`config.mk`:
```
export PLATFORM = sky130hd
export DESIGN_NAME = sync_fifo_core
export DESIGN_NICKNAME = d
export VERILOG_FILES = /design/src/rtl/sync_fifo_pkg.sv /design/src/rtl/sync_fifo_mem.sv /design/src/rtl/sync_fifo_core.sv
export SDC_FILE = /design/constraint.sdc
export NUM_CORES = 1
export LEC_CHECK = 0
export CAP_MARGIN = 10
export CORE_MARGIN = 3
export CORE_UTILIZATION = 35
export DETAILED_ROUTE_END_ITERATION = 10
export HOLD_SLACK_MARGIN = 0.03
export PLACE_DENSITY = 0.6
export SYNTH_ARGS = -nofsm -noshare
export SYNTH_HDL_FRONTEND = slang
export SYNTH_SLANG_ARGS = --single-unit
```
`constraint.sdc`:
```
create_clock -name clk -period 4.88 [get_ports clk]
set_input_delay 0.976 -clock clk [delete_from_list [all_inputs] [get_ports clk]]
set_output_delay 0.976 -clock clk [all_outputs]
set_load 0.03 [all_outputs]
```
`src/rtl/sync_fifo_pkg.sv`:
```
`default_nettype none
// +-----------------------------------------------------------------------+
// | sync_fifo_pkg : default FIFO geometry and flag helper                  |
// | Revision 1.0                                                           |
// +-----------------------------------------------------------------------+
package sync_fifo_pkg;

  localparam int DEF_DATA_WIDTH = 8;
  localparam int DEF_DEPTH      = 16;
  localparam int DEF_PTR_SIZE   = 4;

  typedef struct packed {
    logic empty;
    logic full;
  } fifo_flags_t;

  // Occupancy is wr_ptr - rd_ptr with the extra wrap bit, so it can reach depth.
  function automatic fifo_flags_t fifo_flags(input int occupancy, input int depth);
    fifo_flags_t f;
    f.empty = (occupancy == 0);
    f.full  = (occupancy == depth);
    return f;
  endfunction

endpackage
`default_nettype wire

```
`src/rtl/sync_fifo_mem.sv`:
```
`default_nettype none
// +-----------------------------------------------------------------------+
// | sync_fifo_mem : register array, sync write port, registered read port  |
// | Revision 1.0                                                           |
// +-----------------------------------------------------------------------+
module sync_fifo_mem #(
  parameter int DATA_WIDTH = 8,
  parameter int DEPTH      = 16,
  parameter int ADDR_WIDTH = 4
) (
  input  logic                  clk,
  input  logic                  reset,
  input  logic                  wr_en,
  input  logic [ADDR_WIDTH-1:0] wr_addr,
  input  logic [DATA_WIDTH-1:0] wr_data,
  input  logic                  rd_en,
  input  logic [ADDR_WIDTH-1:0] rd_addr,
  output logic [DATA_WIDTH-1:0] rd_data
);

  logic [DATA_WIDTH-1:0] mem [DEPTH];

  // Storage is intentionally left uninitialised by reset.
  always_ff @(posedge clk) begin
    if (wr_en) begin
      mem[wr_addr] <= wr_data;
    end
  end

  always_ff @(posedge clk or negedge reset) begin
    if (!reset) begin
      rd_data <= '0;
    end else if (rd_en) begin
      rd_data <= mem[rd_addr];
    end
  end

endmodule
`default_nettype wire

```
`src/rtl/sync_fifo_core.sv`:
```
`default_nettype none
// +-----------------------------------------------------------------------+
// | sync_fifo_core : single-clock FIFO with count and error pulses         |
// | Revision 1.0                                                           |
// +-----------------------------------------------------------------------+
module sync_fifo_core
  import sync_fifo_pkg::*;
#(
  parameter int DATA_WIDTH = DEF_DATA_WIDTH,
  parameter int DEPTH      = DEF_DEPTH,
  parameter int PTR_SIZE   = DEF_PTR_SIZE
) (
  input  logic                  clk,
  input  logic                  reset,
  input  logic                  write_en,
  input  logic                  read_en,
  input  logic [DATA_WIDTH-1:0] data_in,
  output logic [DATA_WIDTH-1:0] data_out,
  output logic                  empty,
  output logic                  full,
  output logic [PTR_SIZE:0]     count,
  output logic                  overflow,
  output logic                  underflow
);

  generate
    if (DEPTH != (1 << PTR_SIZE)) begin : g_param_check
      $error("sync_fifo_core: DEPTH must equal 2**PTR_SIZE");
    end
  endgenerate

  logic [PTR_SIZE:0] wr_ptr;
  logic [PTR_SIZE:0] rd_ptr;
  logic              rd_ok;
  logic              wr_ok;
  fifo_flags_t       flags;

  assign count = wr_ptr - rd_ptr;
  assign flags = fifo_flags(32'(count), DEPTH);
  assign empty = flags.empty;
  assign full  = flags.full;

  // A read in the same cycle frees the head slot, so a full FIFO still accepts the write.
  assign rd_ok = read_en & ~empty;
  assign wr_ok = write_en & (~full | rd_ok);

  always_ff @(posedge clk or negedge reset) begin
    if (!reset) begin
      wr_ptr    <= '0;
      rd_ptr    <= '0;
      overflow  <= 1'b0;
      underflow <= 1'b0;
    end else begin
      if (wr_ok) begin
        wr_ptr <= wr_ptr + (PTR_SIZE+1)'(1);
      end
      if (rd_ok) begin
        rd_ptr <= rd_ptr + (PTR_SIZE+1)'(1);
      end
      overflow  <= write_en & ~wr_ok;
      underflow <= read_en & ~rd_ok;
    end
  end

  sync_fifo_mem #(
    .DATA_WIDTH (DATA_WIDTH),
    .DEPTH      (DEPTH),
    .ADDR_WIDTH (PTR_SIZE)
  ) u_mem (
    .clk     (clk),
    .reset   (reset),
    .wr_en   (wr_ok),
    .wr_addr (wr_ptr[PTR_SIZE-1:0]),
    .wr_data (data_in),
    .rd_en   (rd_ok),
    .rd_addr (rd_ptr[PTR_SIZE-1:0]),
    .rd_data (data_out)
  );

endmodule
`default_nettype wire

```
==> metrics.yaml, run 1 <==
drt_iter0_markers: 247
synthDistinctLibCells: 34
hold_viol_final: 0
final_common_cell: "edfxtp_1"
wl_mm: 12.1
fin_setup_tns_ns: 0
outcome: "complete, no violations"
avgRoutedWirePerCell_um: 20.6
cts_sinks: 148
die_area_sq_mm: 0.0187
synth_area_per_cell_sq_um: 19.0
path_clk_slew_ns: 0.06
max_cap_violations: 0
rsz0062_at_grt: "no"
r2r_cells: 9
grt.total_usage: 0.142
min_period_ns: 4.28
slew_headroom: 0.291
p_total_w: 0.00474
yosys.area.top_type: "edfxtp_1"
finalSetupViolCount: 0
period_share: 0.878
num_antenna_cells: 0
leakage_nw: 2.39
dp_cells: 558
synth_top_area_frac: 0.642
vias: 2962
min_delay_path_depth: 1
syn_area_sq_mm: 0.00599
crit_fanout: 5
cts_buffers: 17
route.antenna.remaining_nets: 0
drcViolationCount: 0
nets: 379
fmax_ghz: 0.233
finClkSkew_ns: 0.00582
ir_drop_mv: 0.757
startpoint_type: "flop"
root_buffer: "clkbuf_16"
htreeDepth: 4
clockBufferDepth: 2
die_y_um: 137
ios: 29
required_ns: 3.90
ys_ff_latch: 148
drive_gt1_frac: 0.227
worst_pin_slew_ns: 1.06
core_sq_mm: 0.0166
worst_ep_arrival_time_ns: 3.31
timing.hold.ws_ns: 0.498
grt_max_degree: 36
synth.area.top_cells: "edfxtp_1 (64%), mux4_2 (12%), dfrtp_1 (8.4%), ha_1 (1.9%), mux2_2 (1.7%)"
cp-end-kind: "output port"
stdcell_count: 590
num_rows: 47
via_per_inst: 5.02
initial_core_util: 0.360
grt_pass1_vias: 3097
ys_warn_count: 0
overflow: 0
place_hpwl_mm: 7.50
cts_tree: "done"
power.density_mw_per_mm2: 667
cts_hold_buf: 0
min_path_type: "flop to flop"
syn_to_final_growth_pct: 18.8
grt_pass1_wl_mm: 18.8
postCtsSetupBuffers: 0
gp_congestion: 0.761
crit_type: "flop to output port"
final_cell_mix: "edfxtp_1 (128), mux4_2 (32), clkdlybuf4s50_1 (28)"
postSynthCellCount: 315
synth_seq_area_share: 0.725
ctsResizeCount: 0
first_pass_iters: 4
die_w_um: 137
port_buffers: 28
syn_nets: 337
slew_violations: 0
clkLatencyLatePin_ns: 0.42
antenna_found_initial: 0
[worst max-delay path, stage by stage (launching register included)]
cell             delay [ns]
dfrtp_1                0.44
inv_1                  0.14
ha_1                   0.17
inv_1                  0.05
fa_1                   0.42
xor2_2                 0.21
a211oi_2               0.45
nor2_1                 0.09
nor3_1                 0.21
clkdlybuf4s50_1        0.71
[cell usage after synthesis (all sizes together)]
library cell,n
and4b,1
a21oi,3
mux4,32
and2,1
fa,1
and3,4
nand4,2
o22ai,17
o2111ai,1
a21o,1
a211oi,1
nand3b,4
clkbuf,6
edfxtp,128
inv,11
nor3b,3
nor3,2
nor2,24
mux2,10
nand2,12
nand3,6
buf,5
xnor2,8
dfrtp,20
xor2,3
ha,9
[flip-flops by register name, indices dropped and copies added, names as in the netlist]
name / cells
u_mem.mem: 128
underflow: 1
rd_ptr: 5
overflow: 1
u_mem.rd_data: 8
wr_ptr: 5
[area by class of cell]
type                       count  area (sq um)
inverter                      11          41.3
tap                          220           275
multi-input combinational    145          1550
timing repair buffer          34           325
clock buffer                  19           433
sequential                   148          4350
fill                        1443          9530
clock inverter                13           140
[path summary, 6_finish.rpt]
check                      startpoint                to  slack [ns]
min in group asynchronous       reset  u_mem.rd_data[1]        1.14
hold / removal              rd_ptr[4]         rd_ptr[4]        0.50
hold reg to reg             rd_ptr[4]         rd_ptr[4]        0.50
max in group asynchronous       reset         rd_ptr[0]        3.04
setup / recovery            wr_ptr[0]              full        0.60
setup reg to reg            wr_ptr[0]  u_mem.mem[10][2]        1.57
[per-layer routing]
| layer | routed length, um | share of wire | track usage | vias to the layer above |
|---|---|---|---|---|
| li1 | - | - | - | 1335 |
| met1 | 5470 | 0.45 | 0.194 | 1542 |
| met2 | 5920 | 0.49 | 0.220 | 73 |
| met3 | 562 | 0.046 | 0.0390 | 12 |
| met4 | 178 | 0.015 | 0.0521 | 0 |
| met5 | 0 | 0 | 0 | - |
[metrics by stage]
stage | worst slack, ns | cell area, sq um | utilization
after floorplan | 1.06 | 5990 | -
after global placement | 1.14 | 6540 | 0.393
after detailed placement | 1.05 | 6540 | 0.393
after CTS | 0.592 | 7110 | 0.427
after global routing | 0.427 | 7110 | 0.427
final | 0.597 | 7110 | 0.427
[logic make-up after synthesis]
| kind of cell | share of synthesized area |
|---|---|
| AND/OR/NAND/NOR | 0.0501 |
| adder cells (fa/ha/maj) | 0.0221 |
| multiplexers | 0.139 |
| buffers and inverters | 0.0155 |
| AO/OA/AOI/OAI | 0.0303 |
| XOR/XNOR | 0.0173 |
| flip-flops | 0.725 |
[report_power, final]
| part | switching, W | internal (W) |
|---|---|---|
| registers | 0.0000977 | 0.00158 |
| clock network | 0.000473 | 0.000792 |
| logic | 0.00102 | 0.000775 |
Note: power is estimated with default switching activity, not from simulation.
==> inputs of run 2 (changes only) <==
==> constraint.sdc (replaced) <==
create_clock -name clk -period 4.55 [get_ports clk]
set_input_delay 0.91 -clock clk [delete_from_list [all_inputs] [get_ports clk]]
set_output_delay 0.91 -clock clk [all_outputs]
set_load 0.03 [all_outputs]
==> run 2 against run 1 <==
Net effect:
- register-to-register slack got worse by 0.37 ns
- sequential share of layout area down 0.59 points
- clock skew is 0.012 ns higher
- final cell count did not move
- worst hold slack worse by 0.0071 ns
- routed wire length down 2.4%
- die area unchanged
- combinational power grew 7%
- clock-buffer cell count up 3
- critical endpoint unchanged
- global-route usage down 0.40 points
- clock power grew 20%
- largest power group unchanged
- flip-flop and latch count stayed put
==> metrics.yaml, run 2 (synthesis results as in run 1) <==
grt_max_degree: 36
slowest_stage: "clkdlybuf4s50_1"
initial_core_util: 0.360
postCtsSetupBuffers: 0
leakage_nw: 2.41
rsz0062_at_grt: "no"
outcome: "complete, no violations"
min_period_ns: 4.20
die_area_sq_mm: 0.0187
clockBufferDepth: 2
drcViolationCount: 0
core_sq_mm: 0.0166
finalSetupViolCount: 0
syn_to_final_growth_pct: 19.9
avgRoutedWirePerCell_um: 20.1
stdcell_count: 590
crit_fanout: 5
required_ns: 3.64
fmax_ghz: 0.238
clkLatencyLatePin_ns: 0.43
die_y_um: 137
slew_headroom: 0.318
worst_ep_arrival_time_ns: 3.29
startpoint_type: "flop"
utilization: 0.431
root_buffer: "clkbuf_16"
path_cells: "inv_1 -> ha_1 -> inv_1 -> fa_1 -> xor2_2 -> a211oi_2 -> nor2_1 -> nor3_1 -> clkdlybuf4s50_1"
path_delay_family: "buffers and inverters"
htreeDepth: 4
cts_tree: "done"
worst_pin_slew_ns: 1.02
timing.hold.ws_ns: 0.491
cts_hold_buf: 0
place_hpwl_mm: 7.37
drt_iter0_markers: 211
max_stage_delay_ns: 0.71
max_cap_violations: 0
ir_drop_mv: 0.689
vias: 2958
via_per_inst: 5.01
path_clk_slew_ns: 0.06
top_register: "u_mem.mem"
grt_pass1_wl_mm: 18.3
largest_reg_flops: 128
wl_mm: 11.8
largestRegisters: "u_mem.mem (128), u_mem.rd_data (8)"
min_path_type: "flop to flop"
slew_violations: 0
period_share: 0.923
port_buffers: 28
crit_top_cell: "inv_1"
num_rows: 47
drive_gt1_frac: 0.230
cts_sinks: 148
dp_cells: 558
p_total_w: 0.00523
route.antenna.remaining_nets: 0
cts_buffers: 17
grt.total_usage: 0.138
final_cell_mix: "edfxtp_1 (128), mux4_2 (32), clkdlybuf4s50_1 (28)"
overflow: 0
hold_viol_final: 0
final_common_cell: "edfxtp_1"
ios: 29
fin_setup_tns_ns: 0
die_w_um: 137
gp_congestion: 0.755
path_buf_inv: 3
antenna_found_initial: 0
cp-end-kind: "output port"
first_pass_iters: 4
grt_pass1_vias: 3081
finClkSkew_ns: 0.0182
fill_cells: 1436
power.density_mw_per_mm2: 728
crit_type: "flop to output port"
ctsResizeCount: 0
num_antenna_cells: 0
nets: 379
run 2: path summary, 6_finish.rpt:
kind | from | end | slack, ns | depth (start not counted)
max | wr_ptr[0] | full | 0.35 | 9
min | wr_ptr[4] | wr_ptr[4] | 0.49 | 1
max reg2reg | wr_ptr[0] | u_mem.mem[9][2] | 1.20 | 9
min reg2reg | wr_ptr[4] | wr_ptr[4] | 0.49 | 1
max in group asynchronous | reset | rd_ptr[0] | 2.81 | 1
min in group asynchronous | reset | u_mem.rd_data[0] | 1.05 | 1
run 2: per-stage QoR:
| step | setup slack (ns) | instance area [sq um] |
|---|---|---|
| floorplan | 0.799 | 5990 |
| finish | 0.349 | 7180 |
| global placement | 0.875 | 6540 |
| CTS | 0.338 | 7180 |
| detailed placement | 0.798 | 6540 |
| global route | 0.225 | 7180 |
run 2: layer usage:
layer | GRT usage | wire (um)
met1 | 0.181 | 5240
met2 | 0.215 | 5840
met3 | 0.0426 | 533
met4 | 0.0571 | 221
met5 | 0 | 0
run 2: area by class of cell:
class / instances / area, sq um / area share
Clock buffer: 22 / 464 / 0.0646
Tap cell: 220 / 275 / 0.0383
Inverter: 11 / 41.3 / 0.00575
Timing Repair Buffer: 34 / 325 / 0.0453
Multi-Input combinational cell: 145 / 1550 / 0.216
Clock inverter: 10 / 178 / 0.0247
Sequential cell: 148 / 4350 / 0.605
run 2: power by group:
part           switching [W]  internal, W  leakage [nW]  total, W
Sequential          0.000103      0.00169          1.39   0.00180
Clock               0.000508     0.000997         0.314   0.00151
Combinational        0.00110     0.000831         0.709   0.00193
Total                0.00171      0.00352          2.41   0.00523
